==> src/rtl/reg_write_arbiter.sv <==
// Round-robin write arbiter/sequencer for a shared register: one write or preset per 2 cycles.
// Optional feature: define ARB_LOCK_EN to add the i_lock port (winner keeps priority while locked).
module reg_write_arbiter #(
  parameter int NUM_REQ = 4,
  parameter int WIDTH   = 32
) (
  input  logic                     i_clk,
  input  logic                     i_reset,
  input  logic [NUM_REQ-1:0]       i_req,
  input  logic [NUM_REQ*WIDTH-1:0] i_data,
  input  logic                     i_preset_req,
`ifdef ARB_LOCK_EN
  input  logic [NUM_REQ-1:0]       i_lock,
`endif
  output logic [NUM_REQ-1:0]       o_grant,
  output logic [NUM_REQ-1:0]       o_ack,
  output logic                     o_preset_ack,
  output logic                     o_reg_en,
  output logic [WIDTH-1:0]         o_reg_d,
  output logic                     o_reg_preset,
  output logic                     o_busy
);

  localparam int PTR_W = $clog2(NUM_REQ);
  localparam logic [PTR_W:0]   NUM_REQ_W = NUM_REQ[PTR_W:0];
  localparam logic [PTR_W-1:0] LAST_IDX  = PTR_W'(NUM_REQ - 1);

  typedef enum logic [1:0] {
    S_IDLE,
    S_WRITE,
    S_PRESET
  } state_t;

  state_t             r_state, w_state_next;
  logic [PTR_W-1:0]   r_ptr, w_ptr_next;
  logic [PTR_W-1:0]   r_win, w_win_next;
  logic [PTR_W-1:0]   w_win;
  logic               w_found;
  logic [PTR_W:0]     w_sum;
  logic               w_keep;

  logic [NUM_REQ-1:0] r_grant, w_grant_next;
  logic [NUM_REQ-1:0] r_ack, w_ack_next;
  logic               r_preset_ack, w_preset_ack_next;
  logic               r_reg_en, w_reg_en_next;
  logic [WIDTH-1:0]   r_reg_d, w_reg_d_next;
  logic               r_reg_preset, w_reg_preset_next;
  logic               r_busy, w_busy_next;

  logic [WIDTH-1:0]   w_data_arr [NUM_REQ];

  for (genvar gi = 0; gi < NUM_REQ; gi++) begin : g_data_slice
    assign w_data_arr[gi] = i_data[gi*WIDTH +: WIDTH];
  end

`ifdef ARB_LOCK_EN
  assign w_keep = i_lock[r_win];
`else
  assign w_keep = 1'b0;
`endif

  // Scan offsets high to low so the last hit is the one closest to r_ptr.
  always_comb begin
    w_win   = '0;
    w_found = 1'b0;
    w_sum   = '0;
    for (int k = NUM_REQ - 1; k >= 0; k--) begin
      w_sum = {1'b0, r_ptr} + (PTR_W+1)'(k);
      if (w_sum >= NUM_REQ_W) w_sum = w_sum - NUM_REQ_W;
      if (i_req[w_sum[PTR_W-1:0]]) begin
        w_win   = w_sum[PTR_W-1:0];
        w_found = 1'b1;
      end
    end
  end

  always_comb begin
    w_state_next      = r_state;
    w_ptr_next        = r_ptr;
    w_win_next        = r_win;
    w_grant_next      = '0;
    w_ack_next        = '0;
    w_preset_ack_next = 1'b0;
    w_reg_en_next     = 1'b0;
    w_reg_d_next      = r_reg_d;
    w_reg_preset_next = 1'b0;
    case (r_state)
      S_IDLE: begin
        if (i_preset_req) begin
          w_state_next      = S_PRESET;
          w_preset_ack_next = 1'b1;
          w_reg_preset_next = 1'b1;
        end else if (w_found) begin
          w_state_next  = S_WRITE;
          w_win_next    = w_win;
          w_grant_next  = NUM_REQ'(1) << w_win;
          w_ack_next    = NUM_REQ'(1) << w_win;
          w_reg_en_next = 1'b1;
          w_reg_d_next  = w_data_arr[w_win];
        end
      end
      S_WRITE: begin
        w_state_next = S_IDLE;
        if (!w_keep) w_ptr_next = (r_win == LAST_IDX) ? '0 : r_win + PTR_W'(1);
      end
      S_PRESET: w_state_next = S_IDLE;
      default:  w_state_next = S_IDLE;
    endcase
    w_busy_next = (w_state_next != S_IDLE);
  end

  always_ff @(posedge i_clk or posedge i_reset) begin
    if (i_reset) begin
      r_state      <= S_IDLE;
      r_ptr        <= '0;
      r_win        <= '0;
      r_grant      <= '0;
      r_ack        <= '0;
      r_preset_ack <= 1'b0;
      r_reg_en     <= 1'b0;
      r_reg_d      <= '0;
      r_reg_preset <= 1'b0;
      r_busy       <= 1'b0;
    end else begin
      r_state      <= w_state_next;
      r_ptr        <= w_ptr_next;
      r_win        <= w_win_next;
      r_grant      <= w_grant_next;
      r_ack        <= w_ack_next;
      r_preset_ack <= w_preset_ack_next;
      r_reg_en     <= w_reg_en_next;
      r_reg_d      <= w_reg_d_next;
      r_reg_preset <= w_reg_preset_next;
      r_busy       <= w_busy_next;
    end
  end

  assign o_grant      = r_grant;
  assign o_ack        = r_ack;
  assign o_preset_ack = r_preset_ack;
  assign o_reg_en     = r_reg_en;
  assign o_reg_d      = r_reg_d;
  assign o_reg_preset = r_reg_preset;
  assign o_busy       = r_busy;

endmodule

==> config.mk <==
export PLATFORM = sky130hd
export DESIGN_NAME = reg_write_arbiter
export DESIGN_NICKNAME = d
export VERILOG_FILES = /design/src/rtl/reg_write_arbiter.sv
export SDC_FILE = /design/constraint.sdc
export NUM_CORES = 1
export LEC_CHECK = 0
export BUFFER_PORTS_ARGS = -buffer_cell sky130_fd_sc_hd__buf_2
export CORE_ASPECT_RATIO = 0.5
export CORE_UTILIZATION = 40
export DETAILED_ROUTE_END_ITERATION = 6
export PLACE_DENSITY = 0.79
export SLEW_MARGIN = 20
export SYNTH_ARGS = -nofsm -noshare
export SYNTH_HDL_FRONTEND = slang
export SYNTH_SLANG_ARGS = --single-unit
export TNS_END_PERCENT = 30
==> constraint.sdc <==
create_clock -name i_clk -period 1.9 [get_ports i_clk]
set_input_delay 0.095 -clock i_clk [delete_from_list [all_inputs] [get_ports i_clk]]
set_output_delay 0.095 -clock i_clk [all_outputs]
set_load 0.01 [all_outputs]
==> results.txt, run 1 <==
----------------------------------------------------
[Final layout]
  Area Growth Syn to Fin ... 44.40%
  Share of final-layout standard cells stronger than drive strength 1 ... slightly below 50%
  Finished Core Util ... 59.96%
  Layout net count ... ~550
  ANT cells ... 0
  Fill count ... 551

[Clocking]
  Number of clock sinks ... 45
  CTS Root Buffer Type ... clkbuf_16
  Number of H-tree branching levels ... 2
  Clock-pin slew on the worst setup and hold paths ... 0.07 ns
  CTS buffer count ... 5
  CTS tree ... built
  Worst-Skew Late Latency ... 0.29 ns
  Buffer levels on the longest clock path ... 2

[Die]
  Die height ... 58.18 um
  Starting utilization of the core area ... 41.52%
  Horizontal extent of the die ... 114.4 um
  Core box area ... between 6000 and 7000 um^2
  DIE AREA ... 6653 um^2
  # IOs ... 179
  Placement row count ... 20

[Yosys]
  Fraction of registers with async set or reset after synthesis ... 100.0%
  Synthesized Nets ... 376
  Most frequent cell after synthesis ... dfrtp_1
  Proportion of netlist area held by the largest area contributor ... 44.60%
  Cell type with the largest total area after synthesis ... dfrtp_1
  Count of yosys warnings during synthesis ... 0
  Number of storage elements in the synthesis netlist ... 45
  Fraction of the yosys area taken by sequential cells ... 44.60%
  Post-synthesis cell count ... 240
  Number of flops mapped to enable cells by yosys ... 0
  Most numerous cell types in the synthesized netlist ... dfrtp_1 (45), nand2_1 (36), o211ai_1 (33), a32oi_1 (32), mux2i_1 (32)
  Avg Inst Size Synth ... 10.52 um^2
  Primary FF master, synth ... dfrtp_1
  Cell area after synthesis ... 2525 um^2
  Biggest area contributors in the synthesized netlist ... dfrtp_1 (45%), mux2i_1 (13%), a32oi_1 (11%)
  Count of distinct cell types in the synthesized netlist ... 31

[Global route]
  Global-route usage over all layers ... a little under a quarter
  GR Layer Usage met2 ... a little over two fifths
  Global-route met3 utilization ... 5.335%
  Antenna violations before repair ... 0
  Pin count of the biggest net entering global routing ... 36
  Number of global-route vias before repair ... 2592
  Busiest grt layer ... met2
  Met1 layer usage reported by global route ... 29.16%
  First-pass GRT wire length ... roughly 12000 um
  Overall overflow remaining after global route ... 0

[Routing]
  Average wire per cell in the routed design ... around 15 um
  Vias ... approximately 2600
  DRT antenna net count ... 0
  Detail-routed via count per cell ... 5.299
  Final wirelength ... 7628 um
  Number of design rule violations left after detail routing ... 2
  Violation count after the first detailed-routing iteration ... between 100 and 150
  Detailed-router iteration count before antenna repair ... 7

[Placement]
  Post-DP HPWL ... ~5600 um
  Routability Congestion ... 0.7846
  IO Port Bufs ... 178
  Worst setup timing slack at the placement stage ... roughly 0.14 ns

[Timing]
  Upper clock frequency limit ... around 560 MHz
  Transition time at the pin with the least slew margin ... about 0.62 ns
  Setup repair after global routing missed its margin ... no
  Final hold violation count ... 0
  Period Utilization, post-route ... a little over nine tenths
  Final setup violating endpoints ... 0
  Headroom to the max-slew limit ... 58.86%
  Tightest hold margin ... between 0.04 and 0.05 ns
  Final clock skew ... slightly above 0.009 ns
  Setup TNS ... 0 ns
  Time the final worst path needs with I/O delays and setup ... approximately 1.8 ns
  Setup slack after layout ... around 0.11 ns
  Number of pins exceeding their max-slew limit in the final report ... 0

[Pwr]
  Power Dens Cells ... about 1300 nW/um^2
  Worst-case vdd ir drop ... 0.5516 mV
  Static Leakage ... 0.001908 uW

[Critical path]
  CP Data Required Time ... 2.06 ns
  Data arrival time of the worst path ... slightly below 2 ns
  Crit Path Max Fanout ... 14
  Kind of end point of the critical path ... flop
  Startpoint-to-endpoint class of the critical path ... flop to flop
  Slowest library cell on the worst path ... dfrtp_1
  Biggest cell delay along the critical path ... approximately 0.46 ns
  Sort of element at the start of the critical path ... flop
  Cell-by-cell trace of the critical path ... nand2b_1, a21oi_1, a211o_2, buf_4, mux2i_1, o211ai_1

[Hold path]
  Kind of path behind the tightest hold check ... primary input to flop

[Status]
  Run status ... finished, violations left
  Violations in the final reports ... design-rule violations

[Flow run]
  Max-cap violation count ... 0

----------------------------------------------------
[cell families after synthesis]
group           synth area share [%]
compound gates                 24.68
fa+ha+maj                     0.4955
buf+inv                        7.978
flops                          44.60
mux                            13.13
simple gates                   9.118
[timing repair]
action	in CTS	in global routing
hold endpoints to repair	29	0
endpoints found under the setup margin	0	29
buffers inserted	0	0
gates resized for setup	0	1
hold buffers	1	0
[cells in the final DEF, fill, tap and decap left out, types with 3 or more instances in the layout]
cell,n
a32oi_1,32
dfrtp_1,45
o211ai_1,33
buf_2,178
nor2_1,4
nand2b_1,4
nand2_1,36
clkbuf_16,5
inv_1,3
buf_4,6
mux2i_1,32
[worst paths after layout]
| check | start | endpoint | slack (ns) | depth (start not counted) |
|---|---|---|---|---|
| worst max-delay path | r_ptr[0] | o_reg_d[7] | 0.11 | 6 |
| worst min-delay path | i_data[84] | o_reg_d[20] | 0.04 | 3 |
| worst max register to register | r_ptr[0] | o_reg_d[7] | 0.11 | 6 |
| worst min register to register | o_reg_d[26] | o_reg_d[26] | 0.49 | 2 |
| max in group asynchronous | i_reset | o_reg_d[30] | 0.81 | 4 |
| min in group asynchronous | i_reset | o_reg_d[7] | 0.43 | 3 |
[where the power goes]
part | leakage [uW] | total [uW] | switching (uW) | internal, uW
registers | 0.000562 | 1610 | 250 | 1360
clock network | 0.0000938 | 1120 | 371 | 751
logic | 0.00125 | 1990 | 1080 | 910
[through the flow]
step / cell area, um^2 / power (uW) / std cells
3_5_place_dp: 3437 / 3608 / 489
3_3_place_gp: 3437 / 3543 / 489
6_report: 3646 / 4724 / 498
4_1_cts: 3637 / 4742 / 498
2_1_floorplan: 2525 / 2889 / 240
5_1_grt: 3646 / 5019 / 498
[routing by layer]
| layer | wire length (um) | vias to the layer above | part of all wire [%] |
|---|---|---|---|
| met3 | 316 | 9 | 4.1 |
| met2 | 3992 | 80 | 52 |
| met5 | 0 | - | 0 |
| li1 | - | 1260 | - |
| met1 | 3255 | 1290 | 43 |
| met4 | 64 | 0 | 0.84 |
[flip-flops by register name (all words and copies together), names as in the netlist]
register	cells
o_reg_d	32
o_ack	4
r_ptr	2
r_state	2
r_win	2
o_busy	1
o_reg_en	1
o_reg_preset	1
[worst max-delay path: cells and delay by family, from the launching register on]
family / cells / cell delay, ns
buffers and inverters: 1 / 0.24
DFF: 1 / 0.46
and+or+nand+nor: 1 / 0.18
AOI/OAI and AO/OA: 3 / 0.58
muxes: 1 / 0.19
[layout make-up]
class / count / area (um^2) / share of cell area [%]
Multi-Input combinational cell: 165 / 1215 / 33.32
Sequential cell: 45 / 1126 / 30.89
Timing Repair Buffer: 187 / 985.9 / 27.04
Clock buffer: 5 / 125.1 / 3.432
Tap cell: 88 / 110.1 / 3.020
Clock inverter: 3 / 65.06 / 1.784
Inverter: 5 / 18.77 / 0.5148
No activity file was read; power rests on OpenSTA's default activity.
==> run 2: changes to the inputs <==
- RECOVER_POWER: unset -> 50
- SKIP_CTS_REPAIR_TIMING: unset -> 1
==> run 2 against run 1 <==
Compared with the run above:
- the flow still finishes with violations (design-rule violations)
- setup slack is essentially flat
- sequential cell count unchanged
- via count up 0.27%
- global-route usage decreased by 0.070 points
- core utilization is 0.91 points lower
- highest routed layer unchanged
- register-to-register slack about the same
- sequential power hardly changed
==> results.txt, run 2 (synthesized netlist as in run 1, its figures left out) <==
----------------------------------------------------
[Status]
  Run status ... finished, violations left
  Violations in the final reports ... design-rule violations

[Timing]
  Number of pins exceeding their max-slew limit in the final report ... 0 (unchanged)
  Setup TNS ... 0 ns (unchanged)
  Period Utilization, post-route ... 94.19% (about the same)
  Tightest hold margin ... 0.03925 ns (-0.002520 ns)
  Setup repair after global routing missed its margin ... no
  Upper clock frequency limit ... 558.8 MHz (about the same)
  Final setup violating endpoints ... 0 (unchanged)
  Transition time at the pin with the least slew margin ... 1.100 ns (+0.4839 ns)
  Final hold violation count ... 0 (unchanged)
  Time the final worst path needs with I/O delays and setup ... 1.790 ns (-0.0002720 ns)
  Headroom to the max-slew limit ... 26.58% (-32 points)
  Final clock skew ... 0.008728 ns (-0.0005222 ns)

[Global route]
  First-pass GRT wire length ... 12030 um (-0.41%)
  Pin count of the biggest net entering global routing ... 36 (unchanged)
  Number of global-route vias before repair ... 2566 (-1.0%)
  Overall overflow remaining after global route ... 0 (unchanged)
  Antenna violations before repair ... 0 (unchanged)
  Global-route usage over all layers ... 23.43% (-0.070 points)

[Routing]
  Vias ... 2646 (+0.27%)
  DRT antenna net count ... 0 (unchanged)
  Number of design rule violations left after detail routing ... 2 (unchanged)
  Average wire per cell in the routed design ... 15.35 um (+0.24%)
  Detailed-router iteration count before antenna repair ... 7 (unchanged)
  Detail-routed via count per cell ... 5.313 (+0.27%)
  Violation count after the first detailed-routing iteration ... 136 (+4.6%)
  Final wirelength ... 7646 um (+0.24%)

[Final layout]
  Share of final-layout standard cells stronger than drive strength 1 ... 38.05% (-11 points)
  Area Growth Syn to Fin ... 42.22%
  Most used cells in the layout excluding fill and tap cells ... buf_2 (134), dfrtp_1 (45), clkbuf_1 (44)
  Layout net count ... 545 (unchanged)
  Commonest non-fill, non-tap cell in the layout ... buf_2
  Flip-flop count of the largest register, all copies and words added ... 32 (unchanged)
  Fill count ... 564 (+2.4%)
  ANT cells ... 0 (unchanged)

[Clocking]
  Clock-pin slew on the worst setup and hold paths ... 0.07 ns (about the same)
  CTS buffer count ... 5 (unchanged)
  Buffer levels on the longest clock path ... 2 (unchanged)
  CTS tree ... built
  Number of clock sinks ... 45 (unchanged)
  Worst-Skew Late Latency ... 0.29 ns (about the same)
  CTS Root Buffer Type ... clkbuf_16
  Number of H-tree branching levels ... 2 (unchanged)

[Critical path]
  Sort of element at the start of the critical path ... flop
  Crit Path Max Fanout ... 14 (unchanged)
  CP delay by family, top ... compound AO/OA/AOI/OAI gates
  Count of buffering cells on the critical path with inverters included ... 1 (unchanged)
  CP Data Required Time ... 2.06 ns (about the same)
  Data arrival time of the worst path ... 1.95 ns (about the same)
  Startpoint-to-endpoint class of the critical path ... flop to flop
  Cell-by-cell trace of the critical path ... nand2b_1, a21oi_1, a211o_2, buf_4, mux2i_1, o211ai_1
  Kind of end point of the critical path ... flop
  Slowest library cell on the worst path ... dfrtp_1
  Biggest cell delay along the critical path ... 0.45 ns (about the same)

[Die]
  Starting utilization of the core area ... 41.52% (unchanged)
  DIE AREA ... 6653 um^2 (unchanged)
  # IOs ... 179 (unchanged)
  Core box area ... 6081 um^2 (unchanged)
  Die height ... 58.18 um (unchanged)
  Horizontal extent of the die ... 114.4 um (unchanged)
  Placement row count ... 20 (unchanged)

[Pwr]
  Static Leakage ... 0.001759 uW (-7.8%)
  Worst-case vdd ir drop ... 0.5521 mV (+0.10%)
  Power Dens Cells ... 1289 nW/um^2 (-0.53%)

[Placement]
  Routability Congestion ... 0.7846 (unchanged)
  IO Port Bufs ... 178 (unchanged)
  Post-DP HPWL ... 5569 um (unchanged)

[Flow run]
  Max-cap violation count ... 0 (unchanged)

[Hold path]
  Kind of path behind the tightest hold check ... primary input to flop

----------------------------------------------------
-- run 2: cell type report --
type | instances | area [um^2] | share of cell area [%]
multi-input cells | 165 | 1215 | 33.83
inverters | 5 | 18.77 | 0.5226
flip-flops and latches | 45 | 1126 | 31.36
clock buffers | 5 | 125.1 | 3.484
repair buffers | 187 | 930.9 | 25.92
clock inverters | 3 | 65.06 | 1.812
well taps | 88 | 110.1 | 3.066
-- run 2: stage by stage --
step / instances / setup WS [ns] / cell area (um^2) / utilization, % / power (uW)
global placement: 489 / 0.1836 / 3437 / 56.52 / 3543
global route: 498 / 0.01304 / 3591 / 59.05 / 4922
finish: 498 / 0.1105 / 3591 / 59.05 / 4628
detailed placement: 489 / 0.1413 / 3437 / 56.52 / 3608
CTS: 497 / 0.07573 / 3627 / 59.65 / 4741
floorplan: 240 / 0.3345 / 2525 / - / 2889
-- run 2: final timing paths --
kind	from	end	slack, ns	cells after the start
setup / recovery	r_ptr[0]	o_reg_d[7]	0.11	6
hold / removal	i_data[84]	o_reg_d[20]	0.04	3
setup reg to reg	r_ptr[0]	o_reg_d[7]	0.11	6
hold reg to reg	o_reg_d[26]	o_reg_d[26]	0.49	2
max in group asynchronous	i_reset	o_reg_d[30]	0.44	4
min in group asynchronous	i_reset	o_reg_d[7]	0.63	3
-- run 2: routing by layer --
layer,wire (um),track usage [%],up-vias
met3,281,5.335,7
met1,3274,29.36,1311
met4,61,5.566,0
met5,0,0,-
met2,4028,41.73,70
li1,-,-,1258
-- run 2: report_power, final --
group          switching, uW  internal [uW]  total (uW)
combinational           1070            806        1880
sequential               261           1360        1630
clock                    371            751        1120
-- run 2: worst register-to-register path, stage by stage (launching register included) --
cell and delay [ns]:
dfrtp_1 0.45, nand2b_1 0.18, a21oi_1 0.07, a211o_2 0.41, buf_4 0.24, mux2i_1 0.20, o211ai_1 0.10
